$ cat config.mk
export PLATFORM = sky130hd
export DESIGN_NAME = kbd_scan_4x4_flat
export DESIGN_NICKNAME = d
export VERILOG_FILES = /design/src/rtl/kbd_pkg.sv /design/src/rtl/kbd_scan_4x4_if.sv /design/src/rtl/kbd_row_sync.sv /design/src/rtl/kbd_scan_4x4.sv /design/src/flat_wrapper.sv
export SDC_FILE = /design/constraint.sdc
export NUM_CORES = 1
export LEC_CHECK = 0
export ABC_AREA = 0
export CELL_PAD_IN_SITES_DETAIL_PLACEMENT = 1
export CELL_PAD_IN_SITES_GLOBAL_PLACEMENT = 2
export CORE_MARGIN = 2
export CORE_UTILIZATION = 35
export CTS_CLUSTER_SIZE = 8
export DETAILED_ROUTE_END_ITERATION = 16
export PLACE_DENSITY = 0.8
export SLEW_MARGIN = 15
export SYNTH_ARGS = -nofsm -noshare
export SYNTH_HDL_FRONTEND = slang
export SYNTH_HIERARCHICAL = 1
export SYNTH_SLANG_ARGS = --single-unit
$ cat constraint.sdc
create_clock -name clk -period 5.4 [get_ports clk]
set_input_delay 1.08 -clock clk [delete_from_list [all_inputs] [get_ports clk]]
set_output_delay 1.08 -clock clk [all_outputs]
set_load 0.005 [all_outputs]
$ cat src/rtl/kbd_pkg.sv
// kbd_pkg: shared types and geometry for the 4x4 key matrix scanner
package kbd_pkg;
    typedef enum logic [1:0] {IDLE, DEB, HELD} state_t;
    localparam int NUM_COLS = 4;
    localparam int NUM_ROWS = 4;
    localparam int KEY_W = 4;
    localparam logic [NUM_COLS-1:0] COL_RESET = 4'b1000;
endpackage

$ cat src/rtl/kbd_scan_4x4_if.sv
// kbd_scan_4x4_if: key report handshake between scanner (master) and consumer (slave)
interface kbd_scan_4x4_if;
    import kbd_pkg::*;
    logic [KEY_W-1:0] key_code;
    logic key_valid;
    logic key_ack;
    logic key_down;
    logic overrun;
    modport master(output key_code, key_valid, key_down, overrun, input key_ack);
    modport slave(input key_code, key_valid, key_down, overrun, output key_ack);
endinterface

$ cat src/rtl/kbd_row_sync.sv
// kbd_row_sync: two-flop synchroniser for the asynchronous row returns
module kbd_row_sync
    import kbd_pkg::*;
(
    input  logic                clk,
    input  logic                nrst,
    input  logic [NUM_ROWS-1:0] i_d,
    output logic [NUM_ROWS-1:0] o_q
);
    logic [NUM_ROWS-1:0] r_s1, r_s2;

    // metastability filter: two back-to-back flops
    always_ff @(posedge clk or negedge nrst)
        if (!nrst) begin
            r_s1 <= '0;
            r_s2 <= '0;
        end else begin
            r_s1 <= i_d;
            r_s2 <= r_s1;
        end

    assign o_q = r_s2;
endmodule

$ cat src/rtl/kbd_scan_4x4.sv
// kbd_scan_4x4: column scanner, frame debouncer and single-key reporter
module kbd_scan_4x4
    import kbd_pkg::*;
#(
    parameter int SCAN_DIV = 1000,
    parameter int DEBOUNCE = 4
) (
    input  logic                clk,
    input  logic                nrst,
    output logic [NUM_COLS-1:0] col,
    input  logic [NUM_ROWS-1:0] row,
    kbd_scan_4x4_if.master      kbd
);
    localparam int NK = NUM_COLS * NUM_ROWS;
    localparam int DW = $clog2(SCAN_DIV);
    localparam int CW = $clog2(DEBOUNCE + 1);
    localparam bit ONE_SHOT = (DEBOUNCE == 1);

    logic [DW-1:0]       r_div;
    logic [NUM_COLS-1:0] r_col;
    logic [NK-1:0]       r_snap;
    state_t              r_state;
    logic [KEY_W-1:0]    r_cand, r_code;
    logic [CW-1:0]       r_cnt, r_rel;
    logic                r_valid, r_down, r_ovr;

    logic [NUM_ROWS-1:0] w_row;
    logic                w_tick, w_done, w_single, w_none, w_accept;
    logic [1:0]          w_idx;
    logic [NK-1:0]       w_frame;
    logic [KEY_W-1:0]    w_key;
    logic [KEY_W:0]      w_n;
    logic [CW-1:0]       w_cnt_nx, w_rel_nx;

    kbd_row_sync u_sync (.clk(clk), .nrst(nrst), .i_d(row), .o_q(w_row));

    assign w_tick   = r_div == DW'(SCAN_DIV - 1);
    assign w_done   = w_tick && r_col[0];
    assign w_frame  = r_snap | {{(NK-NUM_ROWS){1'b0}}, w_row};
    assign w_single = w_n == (KEY_W+1)'(1);
    assign w_none   = w_n == '0;
    assign w_cnt_nx = r_cnt + 1'b1;
    assign w_rel_nx = r_rel + 1'b1;
    assign w_accept = w_done && w_single && ((r_state == IDLE && ONE_SHOT) ||
                      (r_state == DEB && w_key == r_cand && w_cnt_nx == CW'(DEBOUNCE)));

    // column index of the one-hot strobe (bit n -> index n)
    always_comb w_idx = r_col[3] ? 2'd3 : r_col[2] ? 2'd2 : r_col[1] ? 2'd1 : 2'd0;

    // classify the completed frame: population count and code of the highest set key
    always_comb begin
        w_key = '0;
        for (int i = 0; i < NK; i++)
            if (w_frame[i]) w_key = KEY_W'(i);
        w_n = (KEY_W+1)'($countones(w_frame));
    end

    // dwell divider, rotating column strobe and frame snapshot
    always_ff @(posedge clk or negedge nrst)
        if (!nrst) begin
            r_div  <= '0;
            r_col  <= COL_RESET;
            r_snap <= '0;
        end else begin
            r_div <= w_tick ? '0 : r_div + 1'b1;
            if (w_tick) begin
                r_col  <= r_col[0] ? COL_RESET : r_col >> 1;
                r_snap <= r_col[0] ? '0 : r_snap | (NK'(w_row) << {w_idx, 2'b00});
            end
        end

    // debounce FSM and handshake; an accept overrides a same-cycle ack so the new key wins
    always_ff @(posedge clk or negedge nrst)
        if (!nrst) begin
            r_state <= IDLE;
            r_cand  <= '0;
            r_cnt   <= '0;
            r_rel   <= '0;
            r_code  <= '0;
            r_valid <= 1'b0;
            r_down  <= 1'b0;
            r_ovr   <= 1'b0;
        end else begin
            if (kbd.key_ack && r_valid) begin
                r_valid <= 1'b0;
                r_ovr   <= 1'b0;
            end
            if (w_done)
                case (r_state)
                    IDLE: if (w_single) begin
                        r_cand  <= w_key;
                        r_cnt   <= CW'(1);
                        r_state <= DEB;
                    end
                    DEB: if (!w_single) r_state <= IDLE;
                         else if (w_key == r_cand) r_cnt <= w_cnt_nx;
                         else begin
                             r_cand <= w_key;
                             r_cnt  <= CW'(1);
                         end
                    HELD: if (!w_none) r_rel <= '0;
                          else if (w_rel_nx == CW'(DEBOUNCE)) begin
                              r_state <= IDLE;
                              r_down  <= 1'b0;
                          end else r_rel <= w_rel_nx;
                    default: r_state <= IDLE;
                endcase
            if (w_accept) begin
                r_state <= HELD;
                r_down  <= 1'b1;
                r_rel   <= '0;
                if (!r_valid || kbd.key_ack) begin
                    r_code  <= w_key;
                    r_valid <= 1'b1;
                end else r_ovr <= 1'b1;
            end
        end

    assign col           = r_col;
    assign kbd.key_code  = r_code;
    assign kbd.key_valid = r_valid;
    assign kbd.key_down  = r_down;
    assign kbd.overrun   = r_ovr;
endmodule

$ cat src/flat_wrapper.sv
// flat-port wrapper written by rule: the top's interface ports become plain ports
module kbd_scan_4x4_flat import kbd_pkg::*;
#(
    parameter int SCAN_DIV = 1000,
    parameter int DEBOUNCE = 4
)
  (clk, nrst, col, row, kbd_key_code, kbd_key_valid, kbd_key_down, kbd_overrun, kbd_key_ack);
  kbd_scan_4x4_if kbd_i ();
  input  logic clk;
  input  logic nrst;
  output logic [NUM_COLS-1:0] col;
  input  logic [NUM_ROWS-1:0] row;
  output wire logic [$bits(kbd_i.key_code)-1:0] kbd_key_code;
  output wire logic [$bits(kbd_i.key_valid)-1:0] kbd_key_valid;
  output wire logic [$bits(kbd_i.key_down)-1:0] kbd_key_down;
  output wire logic [$bits(kbd_i.overrun)-1:0] kbd_overrun;
  input wire logic [$bits(kbd_i.key_ack)-1:0] kbd_key_ack;
  assign kbd_key_code = kbd_i.key_code;
  assign kbd_key_valid = kbd_i.key_valid;
  assign kbd_key_down = kbd_i.key_down;
  assign kbd_overrun = kbd_i.overrun;
  assign kbd_i.key_ack = kbd_key_ack;
  kbd_scan_4x4 #(.SCAN_DIV(SCAN_DIV), .DEBOUNCE(DEBOUNCE)) u_core (.clk(clk), .nrst(nrst), .col(col), .row(row), .kbd(kbd_i));
endmodule
==> flow_metrics.env, run 1 <==
export IMPL_status="finished, final reports clean"
export IMPL_synth_async_reset_ratio=1.00
export IMPL_rr_worst_depth=16
export IMPL_n_antenna_cell=0
export IMPL_setup_viol=0
export IMPL_netlist_top_cells_area="dfrtp_1 45%, fa_1 6.4%, ha_1 4.4%"
export IMPL_cts_tree="done"
export IMPL_routedWlPerCell_um=16.1
export IMPL_placementRows=34
export IMPL_port_buffers=17
export IMPL_post_cts_buffers=0
export IMPL_crit_fanout=7
export IMPL_worst_pin_slew_ps=983
export IMPL_grt_first_pass_wirelength_um=12300
export IMPL_post_drt_via_cell_ratio=5.27
export IMPL_clock_skew_ps=5.51
export IMPL_synth_compound_area_frac=0.128
export IMPL_cts_sinks=57
export IMPL_synth_area_um2=3120
export IMPL_path_class="flip-flop to flip-flop"
export IMPL_total_power_mw=0.930
export IMPL_die_area_um2=9690
export IMPL_final_common_cell="dfrtp_1"
export IMPL_synth_avg_cell_area_um2=10.4
export IMPL_hpwlAfterDp_um=5290
export IMPL_setup_tns_ps=0
export IMPL_ys_types=56
export IMPL_hold_violations=0
export IMPL_gp_congestion=0.771
export IMPL_globalRouteOverflowTotal=0
export IMPL_timing_hold_ws_ps=347
export IMPL_synth_seq_cells=57
export IMPL_whs_path_depth=0
export IMPL_final_cell_mix="56 x dfrtp_1, 35 x nor2_1, 31 x inv_1"
export IMPL_drc_errors=0
export IMPL_htreeDepth=3
export IMPL_cts_resized=0
export IMPL_syn_inst=301
export IMPL_cts_made_buffers=9
export IMPL_drive_gt1_frac=0.109
export IMPL_grt_pass1_vias=2491
export IMPL_fmax_ghz=0.202
export IMPL_drtIter0Drc=70
export IMPL_finalNetCount=355
export IMPL_synthXorXnorAreaFrac=0.0281
export IMPL_synth_top_family_by_area="simple AND/OR/NAND/NOR gates"
export IMPL_endpoint_kind="flip-flop"
export IMPL_max_slew_margin_rel=0.342
export IMPL_die_w_um=98.4
export IMPL_synthAdderAreaFrac=0.108
export IMPL_grt_max_degree=58
export IMPL_p_per_area_nw_per_um2=256
export IMPL_synth_main_ff_cell="dfrtp_1"
export IMPL_cts_max_path_buffers=2
export IMPL_pin_count=18
export IMPL_synth_top_cell_area_share=0.449
export IMPL_wl_um=7060
export IMPL_yosysWarnings=6
export IMPL_gr_usage_all_layers=0.161
export IMPL_core_area_um2=8680
export IMPL_insertion_delay_ps=330
export IMPL_timing_final_crit_share=0.918
export IMPL_start_util=0.360
export IMPL_postCtsHoldBufs=0
export IMPL_cap_violations=0
export IMPL_die_height_um=98.4
export IMPL_hp_class="flip-flop to flip-flop"
export IMPL_syn2layout_area_growth_pct=16.6
export IMPL_yosys_area_top_type="dfrtp_1"
export IMPL_cts_root_buffer="clkbuf_8"
export IMPL_crit_required_ps=5600
export IMPL_period_minus_slack_ps=4960
export IMPL_critPathLaunch="u_core/r_snap[15]$_DFFE_PN0N_"
export IMPL_antenna_found_initial=0
export IMPL_final_antenna_net_count=0
export IMPL_detailedRoute_firstPassIterationCount=4
export IMPL_synth_edf_count=0
export IMPL_worstPathArrival_ps=5160
export IMPL_power_leakage_nw=1.74
export IMPL_hold_start="u_core/u_sync/r_s1[1]$_DFF_PN0_"
export IMPL_vias=2309
export IMPL_worstSetupStartpointType="flip-flop"
export IMPL_irDropWorstVdd_uv=138
export IMPL_seq_area_frac_synth=0.457
export IMPL_rsz0062_at_grt="false"
export IMPL_final_max_slew_viol_count=0
export IMPL_yosys_area_share_simple=0.203
export IMPL_synthMuxAreaShare=0.0301
export IMPL_clkSlewWorstSetupHoldPaths_ps=60
export IMPL_synth_nets=329
export IMPL_worstReg2RegStart="u_core/r_snap[15]$_DFFE_PN0N_"
## per-layer routing
layer  GRT usage  vias to the layer above  part of all wire
met5           0                        -                 0
met4      0.0643                        0             0.013
met3      0.0305                        9             0.022
met2       0.255                       29              0.46
met1       0.219                     1180              0.50
li1            -                     1091                 -
## kinds of logic (layout without fill, tap and decap cells)
logic type / Yosys count / count (layout)
compound gates: 54 / 54
flops: 57 / 57
mux: 8 / 8
fa+ha+maj: 21 / 21
xor+xnor: 10 / 10
buf+inv: 36 / 65
simple gates: 115 / 115
## synth_stat cells, drive strengths merged (4+ instances only)
master and n:
dfrtp 56, nor2 35, inv 31, nand2 23, a21oi 21, o21ai 13, nand3 12, ha 11
fa 10, mux2 8, nor4 7, xor2 7, nor3 6, nor2b 5, and3 4, clkbuf 4
or3 4
## report_power, final
| part | total, mW | leakage, nW | internal, mW | switching [mW] |
|---|---|---|---|---|
| sequential | 0.434 | 0.759 | 0.431 | 0.00344 |
| combinational | 0.0505 | 0.870 | 0.0177 | 0.0329 |
| clock | 0.446 | 0.111 | 0.279 | 0.166 |
| total | 0.930 | 1.74 | 0.728 | 0.203 |
## through the flow
stage               utilization  setup slack [ps]  cell area, µm²  cells
detailed placement        0.394               439            3420    424
floorplan                     -               801            3120    301
finish                    0.419               441            3640    438
global placement          0.394               573            3420    424
CTS                       0.419               403            3640    438
global route              0.419              83.2            3640    438
## critical path, stage by stage (launching register included)
cell and delay, ps:
dfrtp_1 470, inv_1 140, fa_1 510, fa_1 490, inv_1 50, fa_1 470
inv_1 50, fa_1 470, inv_1 40, ha_1 200, fa_1 430, nor3_1 120
o21ai_1 250, nor4_1 330, o21ai_1 150, a211oi_4 280, mux2_1 380
## final cells by class
type                            count  area [µm²]
Multi-Input combinational cell    208        1550
Fill cell                         978        5040
Clock buffer                       11         151
Inverter                           31         116
Tap cell                          108         135
Timing Repair Buffer               20         188
Sequential cell                    57        1430
Clock inverter                      3        65.1
## sequential cells by signal, summed over array words and instances, names as in the netlist
| register | count |
|---|---|
| u_core/r_cnt | 3 |
| u_core/u_sync/o_q | 4 |
| u_core/kbd.key_code | 4 |
| u_core/r_div | 10 |
| u_core/r_cand | 4 |
| u_core/r_rel | 3 |
| u_core/kbd.key_valid | 1 |
| u_core/kbd.overrun | 1 |
| u_core/u_sync/r_s1 | 4 |
| u_core/kbd.key_down | 1 |
| u_core/r_state | 2 |
| u_core/r_snap | 16 |
| u_core/col | 4 |
## final timing paths
kind,to,slack [ps]
hold reg to reg,u_core/u_sync/o_q[1]$_DFF_PN0_,350
min in group asynchronous,u_core/kbd.key_code[1]$_DFFE_PN0P_,880
max in group asynchronous,u_core/r_snap[3]$_DFFE_PN0N_,4020
setup reg to reg,u_core/kbd.key_code[2]$_DFFE_PN0P_,440
hold / removal,u_core/u_sync/o_q[1]$_DFF_PN0_,350
setup / recovery,u_core/kbd.key_code[2]$_DFFE_PN0P_,440
No activity file was read; power rests on OpenSTA's default activity.
==> run 2: changes to the inputs <==
--- a/config.mk
+++ b/config.mk
@@ -6,6 +6,7 @@
 export NUM_CORES = 1
 export LEC_CHECK = 0
 export ABC_AREA = 0
+export CAP_MARGIN = 20
 export CELL_PAD_IN_SITES_DETAIL_PLACEMENT = 1
 export CELL_PAD_IN_SITES_GLOBAL_PLACEMENT = 2
 export CORE_MARGIN = 2
==> results of run 2 <==
The final DEF is identical to that of run 1; final timing and power are the same.
==> run 3: changes to the inputs <==
--- a/config.mk
+++ b/config.mk
@@ -10,10 +10,10 @@
 export CELL_PAD_IN_SITES_DETAIL_PLACEMENT = 1
 export CELL_PAD_IN_SITES_GLOBAL_PLACEMENT = 2
 export CORE_MARGIN = 2
-export CORE_UTILIZATION = 35
+export CORE_UTILIZATION = 39
 export CTS_CLUSTER_SIZE = 8
 export DETAILED_ROUTE_END_ITERATION = 16
-export PLACE_DENSITY = 0.8
+export PLACE_DENSITY_LB_ADDON = 0.1
 export SLEW_MARGIN = 15
 export SYNTH_ARGS = -nofsm -noshare
 export SYNTH_HDL_FRONTEND = slang
==> flow_metrics.env, run 3 (synthesis results as in run 1) <==
export IMPL_die_height_um=93.5
export IMPL_cts_made_buffers=9
export IMPL_syn2layout_area_growth_pct=14.9
export IMPL_largest_reg_flops=16
export IMPL_vias=2287
export IMPL_p_per_area_nw_per_um2=235
export IMPL_worstSetupStartpointType="flip-flop"
export IMPL_routedWlPerCell_um=16.6
export IMPL_clock_skew_ps=9.79
export IMPL_period_minus_slack_ps=4980
export IMPL_max_slew_margin_rel=0.250
export IMPL_pin_count=18
export IMPL_n_antenna_cell=0
export IMPL_critical_path_slowest_cell="fa_1"
export IMPL_hp_class="flip-flop to flip-flop"
export IMPL_top_regs="u_core/r_snap x16, u_core/r_div x10"
export IMPL_worstPathCellList="inv_1 -> fa_1 -> fa_1 -> inv_1 -> fa_1 -> inv_1 -> fa_1 -> inv_1 -> ha_1 -> fa_1 -> nor3_1 -> o21ai_1 -> nor4_1 -> o21ai_1 -> a211oi_4 -> mux2_1"
export IMPL_path_class="flip-flop to flip-flop"
export IMPL_cts_resized=0
export IMPL_fin_area_um2=3590
export IMPL_max_stage_delay_ps=520
export IMPL_cts_root_buffer="clkbuf_8"
export IMPL_timing_hold_ws_ps=348
export IMPL_worst_pin_slew_ps=1120
export IMPL_cts_max_path_buffers=2
export IMPL_largest_register="u_core/r_snap"
export IMPL_insertion_delay_ps=330
export IMPL_grt_max_degree=58
export IMPL_port_buffers=17
export IMPL_wl_um=7230
export IMPL_start_util=0.404
export IMPL_htreeDepth=3
export IMPL_endpoint_kind="flip-flop"
export IMPL_worstPathArrival_ps=5200
export IMPL_gp_congestion=0.792
export IMPL_final_cell_mix="56 x dfrtp_1, 35 x nor2_1, 31 x inv_1"
export IMPL_timing_final_crit_share=0.922
export IMPL_core_area_um2=7730
export IMPL_die_w_um=93.5
export IMPL_cts_tree="done"
export IMPL_setup_viol=0
export IMPL_dpl_instance_area_um2=3410
export IMPL_rr_worst_depth=16
export IMPL_fmax_ghz=0.201
export IMPL_drc_errors=0
export IMPL_hpwlAfterDp_um=5400
export IMPL_crit_fanout=7
export IMPL_rsz0062_at_grt="false"
export IMPL_antenna_found_initial=0
export IMPL_irDropWorstVdd_uv=129
export IMPL_drtIter0Drc=72
export IMPL_cap_violations=0
export IMPL_globalRouteOverflowTotal=0
export IMPL_placementRows=32
export IMPL_whs_path_depth=0
export IMPL_post_drt_via_cell_ratio=5.27
export IMPL_hold_violations=0
export IMPL_final_common_cell="dfrtp_1"
export IMPL_die_area_um2=8730
export IMPL_gr_usage_all_layers=0.184
export IMPL_grt_first_pass_wirelength_um=12400
export IMPL_cts_sinks=57
export IMPL_crit_required_ps=5620
export IMPL_status="finished, final reports clean"
export IMPL_detailedRoute_firstPassIterationCount=4
export IMPL_finalNetCount=355
export IMPL_clkSlewWorstSetupHoldPaths_ps=70
export IMPL_grt_pass1_vias=2432
export IMPL_crit_top_cell="fa_1"
export IMPL_final_antenna_net_count=0
export IMPL_power_leakage_nw=1.72
export IMPL_post_cts_buffers=0
export IMPL_postCtsHoldBufs=0
export IMPL_setup_tns_ps=0
export IMPL_drive_gt1_frac=0.111
export IMPL_final_max_slew_viol_count=0
==> run 3: changes by cell type in the layout (fill, tap and decap cells not counted) <==
cell,delta
clkbuf_8,-1
clkbuf_1,+1
clkinv_4,+1
clkinvlp_4,+1
bufinv_16,-2
clkinv_2,+2
==> run 3: final timing paths <==
path                                                  from                            endpoint  slack, ps
setup / recovery             u_core/r_snap[15]$_DFFE_PN0N_  u_core/kbd.key_code[0]$_DFFE_PN0P_        420
hold / removal             u_core/u_sync/r_s1[2]$_DFF_PN0_      u_core/u_sync/o_q[2]$_DFF_PN0_        350
setup reg to reg             u_core/r_snap[15]$_DFFE_PN0N_  u_core/kbd.key_code[0]$_DFFE_PN0P_        420
hold reg to reg            u_core/u_sync/r_s1[2]$_DFF_PN0_      u_core/u_sync/o_q[2]$_DFF_PN0_        350
max in group asynchronous                             nrst      u_core/u_sync/o_q[3]$_DFF_PN0_       4010
min in group asynchronous                             nrst  u_core/kbd.key_code[0]$_DFFE_PN0P_        870
==> run 3: per-stage QoR <==
step           utilization  total power [mW]  std cells  setup WS [ps]
2_1_floorplan            -             0.470        301            801
3_5_place_dp         0.442             0.496        418            405
6_report             0.464             0.842        434            420
3_3_place_gp         0.442             0.494        418            569
5_1_grt              0.464             0.881        434            162
4_1_cts              0.464             0.857        434            389
==> run 3: cell type report <==
class | count | area [µm²]
fill | 883 | 4140
multi-input combinational | 208 | 1550
sequential | 57 | 1430
timing repair buffer | 20 | 188
clock buffer | 11 | 141
tap | 102 | 128
inverter | 31 | 116
clock inverter | 5 | 31.3
==> run 3: per-layer routing <==
metal  track usage  part of all wire  up-vias
li1              -                 -     1094
met1         0.257              0.50     1156
met2         0.292              0.47       28
met3        0.0322             0.021        9
met4        0.0613             0.011        0
met5             0                 0        -
==> run 3: critical path, delay by kind of cell, from the launching register on <==
kind | cells | cell delay, ps
AND/OR/NAND/NOR | 2 | 460
buffers and inverters | 4 | 300
AO/OA/AOI/OAI | 3 | 670
adder cells (fa/ha/maj) | 6 | 2590
multiplexers | 1 | 370
flip-flops | 1 | 480
==> run 3: report_power, final <==
group,switching (mW),internal (mW)
sequential,0.00368,0.431
combinational,0.0343,0.0180
clock,0.178,0.177
